===== src/rtl/reg_arb_pkg.sv =====
// Shared types and sizing helpers for the register-bank arbiter.
// Optional build macro used by the arbiter: REG_ARB_WR_PROTECT_EN.
package reg_arb_pkg;

   localparam int unsigned DEF_REG_W       = 8;
   localparam int unsigned DEF_ADDR_W      = 8;
   localparam int unsigned DEF_TIMEOUT_CYC = 16;

   // Width of the WAIT counter; it must hold TIMEOUT_CYC-1.
   function automatic int unsigned cnt_width(input int unsigned timeout_cyc);
      return (timeout_cyc < 2) ? 1 : $clog2(timeout_cyc);
   endfunction

   localparam int unsigned CNT_W = cnt_width(DEF_TIMEOUT_CYC);

   typedef enum logic [1:0] {
      IDLE  = 2'd0,
      ISSUE = 2'd1,
      WAIT  = 2'd2,
      RESP  = 2'd3
   } state_t;

   typedef struct packed {
      logic                  wr_rdn;
      logic [DEF_ADDR_W-1:0] addr;
      logic [DEF_REG_W-1:0]  wdata;
   } req_t;

endpackage


===== src/rtl/rr_pick.sv =====
// Combinational round-robin picker: first set request after ptr, with wrap.
module rr_pick #(
   parameter int unsigned NUM_REQ = 2,
   parameter int unsigned IDX_W   = $clog2(NUM_REQ)
) (
   input  logic [NUM_REQ-1:0] req,
   input  logic [IDX_W-1:0]   ptr,
   output logic [NUM_REQ-1:0] gnt,
   output logic [IDX_W-1:0]   idx,
   output logic               any
);

   int unsigned pos;

   always_comb begin
      gnt = '0;
      idx = '0;
      any = 1'b0;
      pos = 0;
      for (int unsigned k = 1; k <= NUM_REQ; k++) begin
         pos = (32'(ptr) + k) % NUM_REQ;
         if (!any && req[pos]) begin
            any      = 1'b1;
            gnt[pos] = 1'b1;
            idx      = IDX_W'(pos);
         end
      end
   end

endmodule


===== src/rtl/reg_bank_arbiter.sv =====
// Round-robin arbiter sharing one register-bank port between NUM_REQ requesters.
// Optional REG_ARB_WR_PROTECT_EN: writes to the status region are refused locally.
module reg_bank_arbiter
   import reg_arb_pkg::*;
#(
   parameter int unsigned REG_W       = DEF_REG_W,
   parameter int unsigned ADDR_W      = DEF_ADDR_W,
   parameter int unsigned NUM_REQ     = 2,
   parameter int unsigned TIMEOUT_CYC = DEF_TIMEOUT_CYC
) (
   input  logic                      clk,
   input  logic                      rstb,
   input  logic [NUM_REQ-1:0]        req_valid,
   input  logic [NUM_REQ-1:0]        req_wr_rdn,
   input  logic [NUM_REQ*ADDR_W-1:0] req_addr,
   input  logic [NUM_REQ*REG_W-1:0]  req_wdata,
   output logic [NUM_REQ-1:0]        req_gnt,
   output logic [NUM_REQ-1:0]        rsp_valid,
   output logic [REG_W-1:0]          rsp_rdata,
   output logic                      rsp_err,
   output logic                      bank_ena,
   output logic                      bank_wr_rdn,
   output logic [ADDR_W-1:0]         bank_addr,
   output logic [REG_W-1:0]          bank_wdata,
   output logic                      bank_we,
   input  logic [REG_W-1:0]          bank_rdata,
   input  logic                      bank_ack,
   input  logic                      bank_err
);

   localparam int unsigned IDX_W = $clog2(NUM_REQ);
   localparam int unsigned TMO_W = cnt_width(TIMEOUT_CYC);

   state_t             state, state_n;
   req_t               req_q, req_n;
   logic [IDX_W-1:0]   ptr, ptr_n, idx_q, idx_n, pick_idx;
   logic [NUM_REQ-1:0] pick_gnt, rsp_valid_n;
   logic               pick_any, prot_c;
   logic [TMO_W-1:0]   cnt, cnt_n;
   logic [REG_W-1:0]   rdata_n;
   logic               err_n, ena_n, we_n;
   int unsigned        sel_a, sel_d;

   rr_pick #(.NUM_REQ(NUM_REQ), .IDX_W(IDX_W)) u_pick (
      .req (req_valid),
      .ptr (ptr),
      .gnt (pick_gnt),
      .idx (pick_idx),
      .any (pick_any)
   );

   // Grant only in IDLE and never while reset is held.
   assign req_gnt = (state == IDLE && rstb) ? pick_gnt : '0;

   assign sel_a = 32'(pick_idx) * ADDR_W;
   assign sel_d = 32'(pick_idx) * REG_W;

`ifdef REG_ARB_WR_PROTECT_EN
   assign prot_c = req_wr_rdn[pick_idx] & req_addr[sel_a + ADDR_W - 1];
`else
   assign prot_c = 1'b0;
`endif

   always_comb begin
      state_n = state;
      req_n   = req_q;
      ptr_n   = ptr;
      idx_n   = idx_q;
      cnt_n   = cnt;
      rdata_n = '0;
      err_n   = 1'b0;
      case (state)
         IDLE: begin
            if (pick_any) begin
               req_n.wr_rdn = req_wr_rdn[pick_idx];
               req_n.addr   = req_addr[sel_a +: ADDR_W];
               req_n.wdata  = req_wdata[sel_d +: REG_W];
               idx_n        = pick_idx;
               ptr_n        = pick_idx;
               if (prot_c) begin
                  state_n = RESP;
                  err_n   = 1'b1;
               end else begin
                  state_n = ISSUE;
               end
            end
         end
         ISSUE: begin
            if (bank_ack) begin
               state_n = RESP;
               rdata_n = req_q.wr_rdn ? '0 : bank_rdata;
               err_n   = bank_err;
            end else begin
               cnt_n   = '0;
               state_n = WAIT;
            end
         end
         WAIT: begin
            // A late ack in the timeout cycle still wins.
            if (bank_ack) begin
               state_n = RESP;
               rdata_n = req_q.wr_rdn ? '0 : bank_rdata;
               err_n   = bank_err;
            end else if (cnt == TMO_W'(TIMEOUT_CYC - 1)) begin
               state_n = RESP;
               err_n   = 1'b1;
            end else begin
               cnt_n = cnt + TMO_W'(1);
            end
         end
         RESP:    state_n = IDLE;
         default: state_n = IDLE;
      endcase
      ena_n       = (state_n == ISSUE) || (state_n == WAIT);
      we_n        = (state_n == ISSUE) && req_n.wr_rdn;
      rsp_valid_n = (state_n == RESP) ? (NUM_REQ'(1) << idx_n) : '0;
   end

   always_ff @(posedge clk or negedge rstb) begin
      if (!rstb) begin
         state     <= IDLE;
         req_q     <= '0;
         ptr       <= IDX_W'(NUM_REQ - 1);
         idx_q     <= '0;
         cnt       <= '0;
         bank_ena  <= 1'b0;
         bank_we   <= 1'b0;
         rsp_valid <= '0;
         rsp_rdata <= '0;
         rsp_err   <= 1'b0;
      end else begin
         state     <= state_n;
         req_q     <= req_n;
         ptr       <= ptr_n;
         idx_q     <= idx_n;
         cnt       <= cnt_n;
         bank_ena  <= ena_n;
         bank_we   <= we_n;
         rsp_valid <= rsp_valid_n;
         rsp_rdata <= rdata_n;
         rsp_err   <= err_n;
      end
   end

   assign bank_addr   = req_q.addr;
   assign bank_wdata  = req_q.wdata;
   assign bank_wr_rdn = req_q.wr_rdn;

endmodule


===== config.mk =====
export PLATFORM = sky130hd
export DESIGN_NAME = reg_bank_arbiter
export DESIGN_NICKNAME = d
export VERILOG_FILES = /design/src/rtl/reg_arb_pkg.sv /design/src/rtl/rr_pick.sv /design/src/rtl/reg_bank_arbiter.sv
export SDC_FILE = /design/constraint.sdc
export NUM_CORES = 1
export LEC_CHECK = 0
export BUFFER_PORTS_ARGS = -buffer_cell sky130_fd_sc_hd__clkbuf_2
export CAP_MARGIN = 10
export CELL_PAD_IN_SITES_DETAIL_PLACEMENT = 1
export CELL_PAD_IN_SITES_GLOBAL_PLACEMENT = 2
export CORE_MARGIN = 5
export CORE_UTILIZATION = 25
export CTS_BUF_LIST = sky130_fd_sc_hd__clkbuf_8 sky130_fd_sc_hd__clkbuf_16
export DETAILED_ROUTE_END_ITERATION = 8
export MAX_ROUTING_LAYER = met4
export PLACE_DENSITY_LB_ADDON = 0.1
export SLEW_MARGIN = 20
export SYNTH_ARGS = -nofsm -noshare
export SYNTH_HDL_FRONTEND = slang
export SYNTH_SLANG_ARGS = --single-unit

===== constraint.sdc =====
create_clock -name clk -period 2.25 [get_ports clk]
set_input_delay 0.45 -clock clk [delete_from_list [all_inputs] [get_ports clk]]
set_output_delay 0.45 -clock clk [all_outputs]
set_load 0.02 [all_outputs]

==> results.toml <==
[placed_design]
gp_congestion = 0.7053
pre_cts_ws_ps = 344.0
dp_hpwl_mm = 3.918
numPortBuffers = 79

[synth]
yosys_warnings = 0
avgSynthCellArea_um2 = 9.925
synth_edf_count = 0
seq_area_frac_synth_pct = 54.20
synth_nets = 232
syn_area_um2 = 1757
ys_types = 32
syn-instance-count = 177
ys.flop_type = "dfrtp_1"
ys_ff_latch = 38
synth-async-reset-ratio_pct = 100.0

[clock_network]
cts_root_buf = "clkbuf_8"
cts_resized = 0
clockBufferDepth = 2
cts_tree = "yes"
clkTransAtPathRegs_ps = 80
clk_latency_ps = 290
holdBufCountCts = 0
numCtsBuffers = 5
clock_sinks = 38
h-tree-depth = 2
post_cts_buffers = 0

[setup_path]
path_max_fanout = 7
worstSetupEndpointType = "output port"
reg2reg_to = "bank_we$_DFF_PN0_"
cp-start-kind = "flip-flop"
required_ps = 1800
cp.arrival_ps = 1530
reg2reg_from = "state[0]$_DFF_PN0_"
reg2reg_depth = 8
r2r_setup_slack_ps = 350
worstSetupPathType = "flip-flop to output port"

[cells_and_area]
final_common_cell = "clkbuf_2"
layout_common_cells = "clkbuf_2, nand2_1, dfrtp_1"
syn2layout_area_growth_pct = 31.98
antenna_cells = 0
drive_above_1_share_pct = 37.07
layout.nets = 313

[sta]
min_period_ps = 1977
final_hold_viol_count = 0
slew_viol_final = 0
fin_skew_ps = 6.414
setup_violations = 0
relSlewSlack_pct = 54.33
fmax_ghz = 0.5059
tightest_slew_ps = 679.8
rsz0062_at_grt = "no"
tns_ps = 0
setup_slack_ps = 273.3
post-route-period-util_pct = 87.85

[global_routing]
antenna_found_initial = 0
grt_pass1_wl_mm = 8.480
grt_max_degree = 37
grt_usage_pct = 12.79
first_global_vias = 1674
grt-ovfl-total = 0

[routing]
viasPerCell = 4.296
wirelength_mm = 5.138
dr.pass1.iters = 4
postRouteAntennaNets = 0
drt_iter0_markers = 25
drc = 0
drt-wirelength-per-cell_um = 14.47
vias = 1525

[flow_run]
cap_viol_max_count = 0

[pwr]
power_mw = 2.924
vdd.ir_drop.worst_uv = 465.4
power.density_nw_per_um2 = 1261
p_leak_nw = 1.190

[floorplan]
core_um2 = 6832
dieArea_um2 = 8803
placementRows = 30
dieWidth_um = 93.83
io_pins = 80
initial_core_util_pct = 25.71
die_height_um = 93.83

[hold_path]
hold_path_class = "input port to async pin"

[status]
outcome = "finished clean"
## Yosys cell counts, types with 4 or more instances
| library cell | n | share of area [%] |
|---|---|---|
| a21oi_1 | 6 | 1.7 |
| ha_1 | 7 | 5.0 |
| nand2_1 | 37 | 7.9 |
| and2_1 | 10 | 3.6 |
| buf_6 | 4 | 2.6 |
| a31oi_1 | 18 | 6.4 |
| nor2_1 | 19 | 4.1 |
| dfrtp_1 | 37 | 53 |
| inv_1 | 8 | 1.7 |
## final cells by class
cell class | instances | area, um^2
clock buffer | 6 | 82.58
sequential | 38 | 952.2
fill | 845 | 4513
tap | 96 | 120.1
inverter | 8 | 30.03
multi-input combinational | 122 | 699.4
timing repair buffer | 83 | 425.4
clock inverter | 2 | 8.758
## per-layer routing
layer	track usage [%]	wire (um)
met5	-	0
met4	4.091	87
met3	4.407	337
met2	19.52	2278
met1	15.94	2434
## through the flow
stage               cells  utilization (%)  cell area, um^2  hold slack [ps]
floorplan             177                -             1757            154.4
global route          355            33.94             2318            1.826
CTS                   355            33.94             2318            12.17
global placement      347            32.60             2227            327.3
detailed placement    347            32.60             2227            330.2
finish                355            33.94             2318            10.76
## how the worst max path moves through the flow
stage / slack [ps] / depth (start not counted) / to / startpoint
floorplan: 450 / 9 / bank_we$_DFF_PN0_ / state[0]$_DFF_PN0_
global placement: 440 / 8 / bank_we$_DFF_PN0_ / state[0]$_DFF_PN0_
detailed placement: 340 / 8 / bank_we$_DFF_PN0_ / state[0]$_DFF_PN0_
CTS: 260 / 5 / req_gnt[0] / state[0]$_DFF_PN0_
global route: 100 / 8 / bank_we$_DFF_PN0_ / state[0]$_DFF_PN0_
finish: 270 / 5 / req_gnt[0] / state[0]$_DFF_PN0_
## critical path: stages, from the launching register on
cell,delay (ps)
dfrtp_1,390
inv_1,120
ha_1,320
nand3_1,110
a21oi_1,120
clkbuf_2,180
## flip-flops by register name, summed over array words and instances (netlist names)
register / count
bank_addr: 8
bank_ena: 1
bank_wdata: 8
bank_we: 1
bank_wr_rdn: 1
cnt: 4
idx_q: 1
ptr: 1
rsp_err: 1
rsp_rdata: 8
rsp_valid: 2
state: 2
## where the power goes
| group | internal [mW] | switching (mW) |
|---|---|---|
| clock network | 0.243 | 0.237 |
| registers | 0.958 | 0.147 |
| logic | 0.490 | 0.848 |
| total | 1.69 | 1.23 |
## logic make-up after synthesis
| logic type | share of synthesized area [%] |
|---|---|
| buffers and inverters | 5.982 |
| AO/OA/AOI/OAI | 14.89 |
| AND/OR/NAND/NOR | 18.66 |
| multiplexers | 1.282 |
| adder cells (fa/ha/maj) | 4.986 |
| flip-flops | 54.20 |
Note: power is estimated with default switching activity, not from simulation.
